File: src/rtl/ysyx_25060166_ctrl_fsm.sv
// Multi-cycle IDLE/FETCH/EXEC/MEM/WB/HALT sequencer owning PC and instruction register.
// Optional bus-timeout watchdog is enabled by defining YSYX_25060166_TIMEOUT_EN.
module ysyx_25060166_ctrl_fsm #(
    parameter logic [31:0] RESET_PC       = 32'h8000_0000,
    parameter int unsigned TIMEOUT_CYCLES = 1024
) (
    input  logic        clk,
    input  logic        rst_n,
    output logic        ifu_req,
    output logic [31:0] ifu_addr,
    input  logic        ifu_rvalid,
    input  logic [31:0] ifu_rdata,
    output logic [31:0] inst,
    input  logic        dec_mem_ren,
    input  logic        dec_mem_wen,
    input  logic        dec_reg_wen,
    input  logic        dec_ebreak,
    output logic        lsu_req,
    input  logic        lsu_done,
    input  logic [31:0] npc,
    output logic [31:0] pc,
    output logic        rf_wen,
    output logic        commit,
    output logic        halt,
    output logic        err
);

    typedef enum logic [2:0] {
        S_IDLE,
        S_FETCH,
        S_EXEC,
        S_MEM,
        S_WB,
        S_HALT
    } state_t;

    localparam logic [31:0] NOP_INST = 32'h0000_0013;

    state_t      state_q, state_d;
    logic [31:0] pc_q, pc_d;
    logic [31:0] inst_q, inst_d;
    logic        err_q, err_d;

`ifdef YSYX_25060166_TIMEOUT_EN
    localparam logic [15:0] TIMEOUT_LIM = 16'(TIMEOUT_CYCLES);

    logic [15:0] wait_q, wait_d;
    logic        wait_expired;

    // Counter value after this cycle's miss equals the limit.
    assign wait_expired = (wait_q + 16'd1) == TIMEOUT_LIM;
`else
    // Limit only matters when the watchdog is built in.
    if (TIMEOUT_CYCLES == 0) begin : g_no_timeout_limit
    end
`endif

    always_comb begin
        state_d = state_q;
        pc_d    = pc_q;
        inst_d  = inst_q;
        err_d   = err_q;
        unique case (state_q)
            S_IDLE: state_d = S_FETCH;
            S_FETCH: begin
                if (ifu_rvalid) begin
                    inst_d  = ifu_rdata;
                    state_d = S_EXEC;
                end
`ifdef YSYX_25060166_TIMEOUT_EN
                else if (wait_expired) begin
                    err_d   = 1'b1;
                    state_d = S_HALT;
                end
`endif
            end
            S_EXEC: begin
                if (dec_ebreak) begin
                    state_d = S_HALT;
                end else if (dec_mem_ren || dec_mem_wen) begin
                    state_d = S_MEM;
                end else begin
                    state_d = S_WB;
                end
            end
            S_MEM: begin
                if (lsu_done) begin
                    state_d = S_WB;
                end
`ifdef YSYX_25060166_TIMEOUT_EN
                else if (wait_expired) begin
                    err_d   = 1'b1;
                    state_d = S_HALT;
                end
`endif
            end
            S_WB: begin
                pc_d    = npc;
                state_d = S_FETCH;
            end
            S_HALT:  state_d = S_HALT;
            default: state_d = S_IDLE;
        endcase
    end

`ifdef YSYX_25060166_TIMEOUT_EN
    // Counts only while parked in a waiting state; any transition restarts it.
    always_comb begin
        wait_d = '0;
        if ((state_q == S_FETCH || state_q == S_MEM) && state_d == state_q) begin
            wait_d = wait_q + 16'd1;
        end
    end

    always_ff @(posedge clk or negedge rst_n) begin
        if (!rst_n) begin
            wait_q <= '0;
        end else begin
            wait_q <= wait_d;
        end
    end
`endif

    always_ff @(posedge clk or negedge rst_n) begin
        if (!rst_n) begin
            state_q <= S_IDLE;
            pc_q    <= RESET_PC;
            inst_q  <= NOP_INST;
            err_q   <= 1'b0;
        end else begin
            state_q <= state_d;
            pc_q    <= pc_d;
            inst_q  <= inst_d;
            err_q   <= err_d;
        end
    end

    assign ifu_req  = (state_q == S_FETCH);
    assign ifu_addr = pc_q;
    assign inst     = inst_q;
    assign pc       = pc_q;
    assign lsu_req  = (state_q == S_MEM);
    assign rf_wen   = (state_q == S_WB) && dec_reg_wen;
    assign commit   = (state_q == S_WB);
    assign halt     = (state_q == S_HALT);
    assign err      = err_q;

endmodule
File: config.mk
export PLATFORM = sky130hd
export DESIGN_NAME = ysyx_25060166_ctrl_fsm
export DESIGN_NICKNAME = d
export VERILOG_FILES = /design/src/rtl/ysyx_25060166_ctrl_fsm.sv
export SDC_FILE = /design/constraint.sdc
export NUM_CORES = 1
export LEC_CHECK = 0
export ABC_CLOCK_PERIOD_IN_PS = 3500
export CAP_MARGIN = 30
export CELL_PAD_IN_SITES_DETAIL_PLACEMENT = 1
export CELL_PAD_IN_SITES_GLOBAL_PLACEMENT = 2
export CORE_MARGIN = 2
export CORE_UTILIZATION = 24
export DETAILED_ROUTE_END_ITERATION = 12
export PLACE_DENSITY_LB_ADDON = 0.1
export SYNTH_ARGS = -nofsm -noshare
export SYNTH_HDL_FRONTEND = slang
export SYNTH_SLANG_ARGS = --single-unit
File: constraint.sdc
create_clock -name clk -period 3.5 [get_ports clk]
set_input_delay 0.7 -clock clk [delete_from_list [all_inputs] [get_ports clk]]
set_output_delay 0.7 -clock clk [all_outputs]
set_load 0.1 [all_outputs]
After elaboration in Yosys (flattened, before gate mapping)

Cells that the tools add are included.

Register bits after elaboration: 67
Bits in latches: 0
Bits in writable memories: 0
ROM bits: 0
Bits of input ports: 72
Output and inout bits: 102
Word-level logic and storage cells: 21
Memories kept: 0

$add $sub $neg: 0
$mul: 0
Divide/modulo/power cells: 0
$lt $le $gt $ge: 0
Equality and inequality tests: 7
Shift operators: 0
Multiplexer cells: 5
Bitwise operators: 0
Reduce and logical (&&, ||, !) cells: 6

Operators by type and width:

| cell                                                 | number |
|---|---|
| one-hot mux 3 bit (5 select lines)                   | 1 |
| two-way mux 3 bit                                    | 4 |
| equality test 3 x 2 -> 1 bit (second input constant) | 2 |
| equality test 3 bit (second input constant)          | 2 |
| != test 2 x 1 -> 1 bit (second input constant)       | 2 |
| AND reduction 2 bit                                  | 2 |
| equality test 3 x 1 -> 1 bit (second input constant) | 1 |
| zero test 3 bit                                      | 1 |
| OR reduction 2 bit                                   | 1 |
| logical AND 1 bit                                    | 1 |
| logical OR 1 bit                                     | 1 |

Depth between registers and ports, before layout

Gate-level depths: netlist (run 1).

Word-level depth: 4
Gate-level depth with buffers: 4
Mapped depth without buffers: 3

Worst setup path after synthesis (run 1)

Ideal clock, no wire load.

Path type: reg2out
Start point: register state_q[1]
End point: output halt
Arrival: 2750 ps
Data required time: 2800 ps
Setup slack: 50 ps
Cell stages (with the launch flop): 3
Buffers on the path: 1
Cells stage by stage: dfrtp_1 > buf_4 > nor3b_1

Longest elaborated chain between the ends: 1

Ends and longest elaborated chain:

| what                     | line | text |
|---|---|---|
| start: declaration       | 39   | `state_t state_q, state_d;` |
| start signal: assignment | 131  | `state_q <= state_d;` |
| equality test 3 bit      | 145  | `assign halt = (state_q == S_HALT);` |
| end: declaration         | 24   | `output logic halt,` |

No other way between the ends.

Worst setup path after layout (run 1)

Start point: register pc_q[19], in the netlist ifu_addr[19]
End point: output pc[19]

RTL lines:

| what                     | line | text |
|---|---|---|
| start: declaration       | 40   | `logic [31:0] pc_q, pc_d;` |
| start signal: assignment | 132  | `pc_q <= pc_d;` |
| end: declaration         | 21   | `output logic [31:0] pc,` |

No word-level cell between the ends.

==> results of run 1 <==
==> per-stage QoR <==
stage | instance area, um^2 | hold slack [ns] | setup WS (ns)
finish | 4770 | 0.470 | 0.918
global route | 4770 | 0.514 | 0.864
CTS | 4770 | 0.490 | 0.901
detailed placement | 4480 | 0.477 | 1.07
global placement | 4480 | 0.468 | 1.09
floorplan | 2870 | 0.404 | 0.0500
==> kinds of logic after synthesis <==
| kind of cell | Yosys count | share of synthesized area [%] |
|---|---|---|
| simple gates | 9 | 2.92 |
| other cells | 1 | 0.131 |
| compound gates | 6 | 1.57 |
| mux | 65 | 25.5 |
| flops | 67 | 58.6 |
| buf+inv | 42 | 11.3 |
==> path summary, 6_finish.rpt <==
path	start	end	slack (ns)
setup / recovery	ifu_addr[19]	pc[19]	0.92
max in group asynchronous	rst_n	ifu_addr[31]	2.30
min in group clk	inst[2]	inst[2]	0.48
hold / removal	rst_n	ifu_addr[29]	0.47
hold reg to reg	inst[2]	inst[2]	0.48
setup reg to reg	state_q[2]	inst[9]	1.82
==> Yosys cell counts <==
master | instances | area, um^2
a22oi_1 | 1 | 7.51
nor3_4 | 1 | 16.3
mux2_1 | 10 | 113
mux2i_1 | 1 | 10.0
inv_1 | 1 | 3.75
a31o_2 | 1 | 8.76
conb_1 | 1 | 3.75
nand2b_4 | 1 | 13.8
buf_4 | 38 | 285
o21bai_1 | 2 | 15.0
nor3b_1 | 2 | 15.0
and3_1 | 1 | 6.26
nand2_1 | 2 | 7.51
o21ai_0 | 1 | 5.00
dfrtp_1 | 63 | 1580
dfstp_2 | 4 | 105
buf_6 | 3 | 33.8
o41ai_1 | 1 | 8.76
mux2_2 | 54 | 608
nor3b_4 | 1 | 18.8
and2_1 | 1 | 6.26
==> sequential cells by signal (all words and copies together) (netlist names) <==
register  cells
state_q       3
ifu_addr     32
inst         32
==> area by class of cell <==
| class | count | area [um^2] |
|---|---|---|
| inverters | 1 | 3.75 |
| well taps | 143 | 179 |
| repair buffers | 175 | 1760 |
| multi-input cells | 81 | 863 |
| clock inverters | 5 | 53.8 |
| flip-flops and latches | 67 | 1680 |
| fillers | 1215 | 6750 |
| clock buffers | 11 | 233 |
==> placed cells by master (no fill, tap or decap) <==
| master | netlist | final |
|---|---|---|
| clkdlybuf4s50_1 | 0 | 158 |
| mux2_2 | 54 | 54 |
| nand2_1 | 2 | 2 |
| clkbuf_1 | 0 | 2 |
| clkinv_2 | 0 | 3 |
| a22oi_1 | 1 | 1 |
| nor3b_1 | 2 | 2 |
| buf_2 | 0 | 1 |
| conb_1 | 1 | 1 |
| nor3b_4 | 1 | 1 |
| inv_1 | 1 | 1 |
| o21bai_1 | 2 | 2 |
| buf_4 | 38 | 12 |
| dfstp_2 | 4 | 4 |
| clkbuf_16 | 0 | 9 |
| buf_12 | 0 | 4 |
| dfrtp_1 | 63 | 63 |
| a31o_2 | 1 | 1 |
| clkinv_4 | 0 | 1 |
| o41ai_1 | 1 | 1 |
| bufinv_16 | 0 | 1 |
| nand2b_4 | 1 | 1 |
| and3_1 | 1 | 1 |
| mux2_1 | 10 | 10 |
| o21ai_0 | 1 | 1 |
| nor3_4 | 1 | 1 |
| and2_1 | 1 | 1 |
| mux2i_1 | 1 | 1 |
==> metal layers <==
metal	part of all wire [%]	routed length (um)
met5	0	0
met2	47	3520
met3	10	783
met1	41	3140
met4	1.5	116
==> summary.md, run 1 <==
| Metric | Value |
|---|---|
| Initial core utilization | `24.9%` |
| First-pass GRT wire length | `~12000 um` |
| Area of the die | `12800 um^2` |
| Total CTS buffers | `9` |
| Max-slew headroom | `about a third` |
| IO Port Bufs | `172` |
| DR iter-0 viols | `69` |
| Avg Cell Area, Syn | `approximately 15 um^2` |
| Crit. End Element | `output port` |
| Residual DRC | `0` |
| Antenna diodes | `0` |
| Grt met1 use | `14.1%` |
| Gr usage total | `roughly an eighth` |
| Worst path max stage delay | `about 1.2 ns` |
| FF+latch count, synth | `between 60 and 70` |
| Vias/cell | `4.23` |
| Antenna viol nets, final | `0` |
| Cts hold-fix bufs | `0` |
| Max-Cap Viols | `0` |
| WL per Instance | `roughly 16 um` |
| Antenna violations before repair | `0` |
| Non-filler instance count after layout | `about 480` |
| Period minus WS final | `around 2.6 ns` |
| Crit-path cells | `clkdlybuf4s50_1` |
| Tcrit/Tclk final | `roughly 74%` |
| Slew @ Worst Pin | `around 1.0 ns` |
| Reg clk slew, reported paths | `0.06 ns` |
| Layout cells sized above 1 | `between 20% and 30%` |
| H-tree Lvls | `3` |
| Worst r2r path cells | `4` |
| Grt met2 use | `18.8%` |
| Worst-Skew Late Latency | `0.33 ns` |
| Rows | `39` |
| Worst Setup Path Type | `register to output port` |
| Crit Path Max Fanout | `3` |
| Vias in the first global route | `between 2000 and 2500` |
| RSZ-0062 raised after global routing | `no` |
| Post-Route WL | `between 7000 and 8000 um` |
| Die Span X | `113 um` |
| Final nets | `approximately 410` |
| Status | `finished clean` |
| Yosys warnings | `0` |
| I/O pin total | `between 150 and 200` |
| CP Launch Type | `register` |
| Root buf cell | `clkbuf_16` |
| CP required | `between 2 and 3 ns` |
| Resized cells post-CTS | `0` |
| Syn Inst Count | `190` |
| Final Hold Violating Endpoints | `0` |
| CTS tree | `done` |
| CTS sink count | `67` |
| Post-Route Utilization | `between 40% and 50%` |
| Grt peak-use layer | `met2` |
| DRT Pass-1 Iters | `4` |
| Area Overhead vs Synth | `66.4%` |
| Die Ht | `between 100 and 150 um` |
| Routability congestion estimate | `roughly 0.71` |
| CP bufs+invs | `1` |
| Fmax | `roughly 390 MHz` |
| Worst path top cell family by delay | `buffers and inverters` |
| Worst Path Arrival | `around 1.9 ns` |
| Core area | `11500 um^2` |
| Met3 usage | `5.73%` |
| Clk buf depth | `2` |
| Vias | `2043` |
| Clk_skew | `roughly 0.0056 ns` |
| Sequential share of the synthesized area | `about three fifths` |
| Post-CTS Setup Inserts | `0` |
| Number of cells on the critical path | `1` |
| Syn Nets | `around 260` |
| Slowest cell on crit path | `clkdlybuf4s50_1` |
| Syn Std Cell Area | `~2900 um^2` |
| Dpl hpwl | `around 5600 um` |
| Final setup fails | `0` |
| Total gr overflow | `0` |
| Largest net degree at the start of global routing | `35` |
| Worst Hold Class | `input pin to asynchronous set/reset pin` |
| Final TNS setup | `0 ns` |
| Post-Place Cells | `approximately 470` |
| Final Max Tran Viols | `0` |
| Post-synth cell types | `21` |
Power of run 1 is left out: the tool's default activity adds up to more than one toggle a clock period on the data nets, which glitch-free logic cannot reach.
==> inputs of run 2 (changes only) <==
- ABC_CLOCK_PERIOD_IN_PS: 3500 -> 2300
- CORE_UTILIZATION: 24 -> 20
- clock period: 3.5 -> 2.3 ns (I/O delays scaled with it)
==> summary.md, run 2 (same netlist as run 1, synthesis figures left out) <==
| Metric | Value |
|---|---|
| Status | `finished clean (unchanged)` |
| CP Launch Type | `register (unchanged)` |
| Total CTS buffers | `9 (unchanged)` |
| Flop-to-flop setup slack | `0.53 ns (was 1.82 ns)` |
| Reg clk slew, reported paths | `0.05 ns (was 0.06 ns)` |
| Residual DRC | `0 (unchanged)` |
| CTS sink count | `67 (unchanged)` |
| Slew @ Worst Pin | `0.515 ns (was 0.996 ns)` |
| Design Area, Final | `4710 um^2 (was 4770 um^2)` |
| Antenna viol nets, final | `0 (unchanged)` |
| Vias/cell | `3.91 (was 4.23)` |
| Layout cells sized above 1 | `55.5% (was 27.4%)` |
| Placed cell areas | `4390 um^2 (was 4480 um^2)` |
| Total gr overflow | `0 (unchanged)` |
| Gr usage total | `11.0% (was 12.0%)` |
| Post-Route WL | `8010 um (was 7560 um)` |
| Final worst slack | `0.244 ns (was 0.918 ns)` |
| CP required | `1.84 ns (was 2.80 ns)` |
| WL per Instance | `15.2 um (was 15.6 um)` |
| Worst Path Arrival | `1.60 ns (was 1.88 ns)` |
| Post-Route Utilization | `33.8% (was 41.4%)` |
| Crit. End Element | `output port (unchanged)` |
| Final setup fails | `0 (unchanged)` |
| Worst Hold Class | `input pin to asynchronous set/reset pin (unchanged)` |
| Max-Cap Viols | `0 (unchanged)` |
| Root buf cell | `clkbuf_16 (unchanged)` |
| Final Max Tran Viols | `0 (unchanged)` |
| Dpl hpwl | `5920 um (was 5610 um)` |
| First-pass GRT wire length | `12300 um (was 11800 um)` |
| Area Overhead vs Synth | `64.1% (was 66.4%)` |
| Tcrit/Tclk final | `89.4%` |
| Final Hold Violating Endpoints | `0 (unchanged)` |
| RSZ-0062 raised after global routing | `no (unchanged)` |
| Core area | `13900 um^2 (was 11500 um^2)` |
| Antenna diodes | `0 (unchanged)` |
| H-tree Lvls | `3 (unchanged)` |
| CTS tree | `done (unchanged)` |
| Period minus WS final | `about 2.1 ns` |
| Final nets | `416 (was 407)` |
| Worst Setup Path Type | `register to output port (unchanged)` |
| I/O pin total | `174 (unchanged)` |
| Clk buf depth | `2 (unchanged)` |
| DR iter-0 viols | `47 (was 69)` |
| IO Port Bufs | `172 (unchanged)` |
| Max-slew headroom | `65.7% (was 33.4%)` |
| Largest net degree at the start of global routing | `34 (was 35)` |
| Area of the die | `15300 um^2 (was 12800 um^2)` |
| Fmax | `486 MHz` |
| Clk_skew | `0.00406 ns (was 0.00558 ns)` |
| Rows | `43 (was 39)` |
| Final TNS setup | `0 ns (unchanged)` |
| Die Span X | `124 um (was 113 um)` |
| Routability congestion estimate | `0.656 (was 0.710)` |
| Crit Path Max Fanout | `6 (was 3)` |
| Vias | `2062 (was 2043)` |
| Worst-Skew Late Latency | `0.33 ns (about the same)` |
| DRT Pass-1 Iters | `3 (was 4)` |
| Most common cell after layout, fill and taps aside | `buf_4 (was clkdlybuf4s50_1)` |
| Initial core utilization | `20.6% (was 24.9%)` |
| Antenna violations before repair | `0 (unchanged)` |
| Vias in the first global route | `2244 (was 2199)` |
| Pre-CTS setup slack | `0.272 ns (was 1.07 ns)` |
| Die Ht | `124 um (was 113 um)` |
| Most frequent cells in the layout | `106 x buf_4, 70 x clkdlybuf4s50_1, 63 x dfrtp_1 (was 158 x clkdlybuf4s50_1, 63 x dfrtp_1, 54 x mux2_2)` |
[run 2: what timing repair did]
item / CTS / global route
hold buffers: 0 / 0
setup buffers: 0 / 5
resized for setup: 0 / 0
endpoints found under the setup margin: 0 / 1
[run 2: through the flow]
step	cells	hold slack (ns)
final	528	0.101
after global routing	528	0.127
after CTS	523	0.102
after detailed placement	508	0.468
after global placement	508	0.472
after floorplan	190	0.164
[run 2: per-layer routing]
metal / wire length (um) / GRT usage, % / up-vias
li1: - / - / 928
met1: 2960 / 11.8 / 1019
met2: 3960 / 17.8 / 105
met3: 948 / 6.04 / 10
met4: 143 / 4.69 / 0
met5: 0 / 0 / -
[run 2: final timing paths]
| kind | from | to | cells after the start |
|---|---|---|---|
| min | rst_n | ifu_addr[25] | 1 |
| max in group asynchronous | rst_n | inst[1] | 2 |
| max reg2reg | state_q[2] | ifu_addr[0] | 5 |
| min reg2reg | inst[27] | inst[27] | 1 |
| min in group clk | inst[27] | inst[27] | 1 |
| max | state_q[2] | rf_wen | 4 |
[run 2: cell type report]
type                            instances  area (um^2)
Fill cell                            1495         9230
Sequential cell                        67         1680
Clock buffer                           13          270
Inverter                                1         3.75
Multi-Input combinational cell         81          875
Tap cell                              180          225
Timing Repair Buffer                  184         1640
Clock inverter                          2         10.0
[run 2: critical path, stage by stage (launching register included)]
cell and delay (ns):
dfrtp_1 0.40, inv_1 0.15, nor3_4 0.32, and2_2 0.22, buf_12 0.17
Power of run 2 is left out for the same reason.
==> edit: new RTL, settings of run 2 <==
Put a register stage on the outputs `ifu_req`, `lsu_req`, `rf_wen`, `commit` and `halt`, without a reset. The values now appear one clock later. The other outputs are not delayed to match.
--- a/src/rtl/ysyx_25060166_ctrl_fsm.sv
+++ b/src/rtl/ysyx_25060166_ctrl_fsm.sv
@@ -136,12 +136,14 @@
     end
 
-    assign ifu_req  = (state_q == S_FETCH);
     assign ifu_addr = pc_q;
     assign inst     = inst_q;
     assign pc       = pc_q;
-    assign lsu_req  = (state_q == S_MEM);
-    assign rf_wen   = (state_q == S_WB) && dec_reg_wen;
-    assign commit   = (state_q == S_WB);
-    assign halt     = (state_q == S_HALT);
+    always_ff @(posedge clk) begin
+        ifu_req <= (state_q == S_FETCH);
+        lsu_req <= (state_q == S_MEM);
+        rf_wen  <= (state_q == S_WB) && dec_reg_wen;
+        commit  <= (state_q == S_WB);
+        halt    <= (state_q == S_HALT);
+    end
     assign err      = err_q;
 
Formal check against the unedited RTL: not equivalent (a bounded check fails within 4 cycles, from zero or initial values and one cycle with rst_n low).
==> edit against run 2 <==
- critical path depth increased by 1
- routed wire length fell by 0.89%
- sequential cell count up 5
- setup slack better by 0.38 ns
- design area shrank 0.32%
- hold slack better by 0.016 ns
- synthesized area is 3.5% higher
- register-to-register slack gained 0.24 ns
- largest cell class unchanged
Power is not shown: default switching activity piles up to over one toggle a cycle in this logic, so the estimate is an artifact.
==> edit: results (changes against run 2) <==
* Status: completed (unchanged)
* Register area share after synthesis at 60.03% (was 58.64%)
* DP HPWL at 5.837 mm (was 5.924 mm)
* Clock Path Buffers at 2 (unchanged)
* Critical path arrival at 1.89 ns (was 1.60 ns)
* Largest fanout on the critical path at 33 (was 6)
* # port buffers at 172 (unchanged)
* MaxCap Viol Count at 0 (unchanged)
* Top post-synthesis cells by area: dfrtp_1 53%, mux2_2 20%, buf_4 9.6%, mux2_1 3.8%, dfstp_2 3.5% (was dfrtp_1 55%, mux2_2 21%, buf_4 9.9%, mux2_1 3.9%, dfstp_2 3.7%)
* Resized Gates After CTS at 0 (unchanged)
* Synth cell types at 22 (was 21)
* Hold crit path type: input pin to async pin (unchanged)
* Worst rel slew slack at 61.97% (was 65.66%)
* Pre-antenna DRT Iters at 4 (was 3)
* Layout cell share with drive strength beyond 1 at 52.02% (was 55.46%)
* Layout Nets at 413 (was 416)
* Clk_lat worst skew at 0.33 ns (about the same)
* Flop2flop setup slack at 0.77 ns (was 0.53 ns)
* Placed cells at 514 (was 508)
* Synth warnings at 0 (unchanged)
* Non-Filler Instances at 530 (was 528)
* Fill cell count at 1573 (was 1495)
* Most instantiated cells after synthesis: 63 x dfrtp_1, 54 x mux2_2, 38 x buf_4 (unchanged)
* Clock Tree Root: clkbuf_16 (unchanged)
* Via density at 3.857 (was 3.905)
* Post-Route WL at 7.941 mm (was 8.012 mm)
* CP max stage delay at 0.51 ns (was 0.40 ns)
* Synth async-reset ratio at 93.06% (was 100.0%)
* Post-CTS Setup Bufs at 0 (unchanged)
* Clk_skew at 0.004145 ns (was 0.004055 ns)
* CTS Buf Count at 9 (unchanged)
* CTS clock-pin slew for the worst setup and hold paths at 0.06 ns
* Initial antenna violation count at 0 (unchanged)
* Critical R2R Launch: state_q[0] (was state_q[2])
* CTS H-tree lvls at 3 (unchanged)
* Worst setup endpoint: inst[8] (was rf_wen)
* Cells on worst reg2reg path at 3 (was 5)
* First-pass GRT wire length at 12.55 mm (was 12.27 mm)
* Cells after Synth at 195 (was 190)
* GR Util All Layers at 10.47% (was 10.97%)
* DR iter-0 viols at 73 (was 47)
* Syn Nets at 267 (was 262)
* Antenna fix cells at 0 (unchanged)
* Gpl congestion at 0.6739 (was 0.6556)
* Largest net degree at the start of global routing at 35 (was 34)
* CP startpoint: ifu_rvalid (was state_q[2])
* Slowest cell on crit path: clkdlybuf4s50_1 (was dfrtp_1)
* Final hold viol count at 0 (unchanged)
* Number of global-route vias before repair at 2260 (was 2244)
-- edit: cell count changes after synthesis --
cell | run 2 | this run
dfxtp_1 | 0 | 5
-- edit: worst min path at each step --
stage | startpoint | endpoint | slack, ns | depth (start not counted)
2_1_floorplan | rst_n | ifu_addr[0] | 0.16 | 0
3_3_place_gp | inst[2] | inst[2] | 0.47 | 1
3_5_place_dp | inst[28] | inst[28] | 0.48 | 1
4_1_cts | rst_n | inst[26] | 0.13 | 1
5_1_grt | rst_n | inst[26] | 0.14 | 1
6_report | rst_n | inst[26] | 0.12 | 1
-- edit: cells by family after synthesis --
logic type | synth area share, %
buffers and inverters | 10.88
flip-flops | 60.03
AND/OR/NAND/NOR | 2.825
other | 0.1264
multiplexers | 24.62
AO/OA/AOI/OAI | 1.518
-- edit: worst max-delay path: cells and delay by family --
kind	cells	cell delay, ns
buffers and inverters	2	0.74
multiplexers	1	0.36
AND/OR/NAND/NOR	2	0.30
-- edit: layer usage --
metal,up-vias,global-route usage [%],wire length [microns]
li1,928,-,-
met1,1011,11.18,2985
met2,100,17.27,3981
met3,5,6.542,878
met4,0,3.103,95
met5,-,0,0
-- edit: layout make-up --
type | instances | area share (%)
flip-flops and latches | 72 | 37.97
clock buffers | 16 | 6.000
well taps | 184 | 4.907
repair buffers | 176 | 32.64
inverters | 1 | 0.08000
multi-input cells | 81 | 18.40
-- edit: stage by stage --
step / area, sq um / setup WS, ns / hold WS [ns]
final: 4692 / 0.6286 / 0.1164
after detailed placement: 4410 / 0.2747 / 0.4826
after CTS: 4692 / 0.6320 / 0.1257
after global placement: 4410 / 0.2866 / 0.4738
after floorplan: 2968 / 0.5031 / 0.1644
after global routing: 4692 / 0.5798 / 0.1409
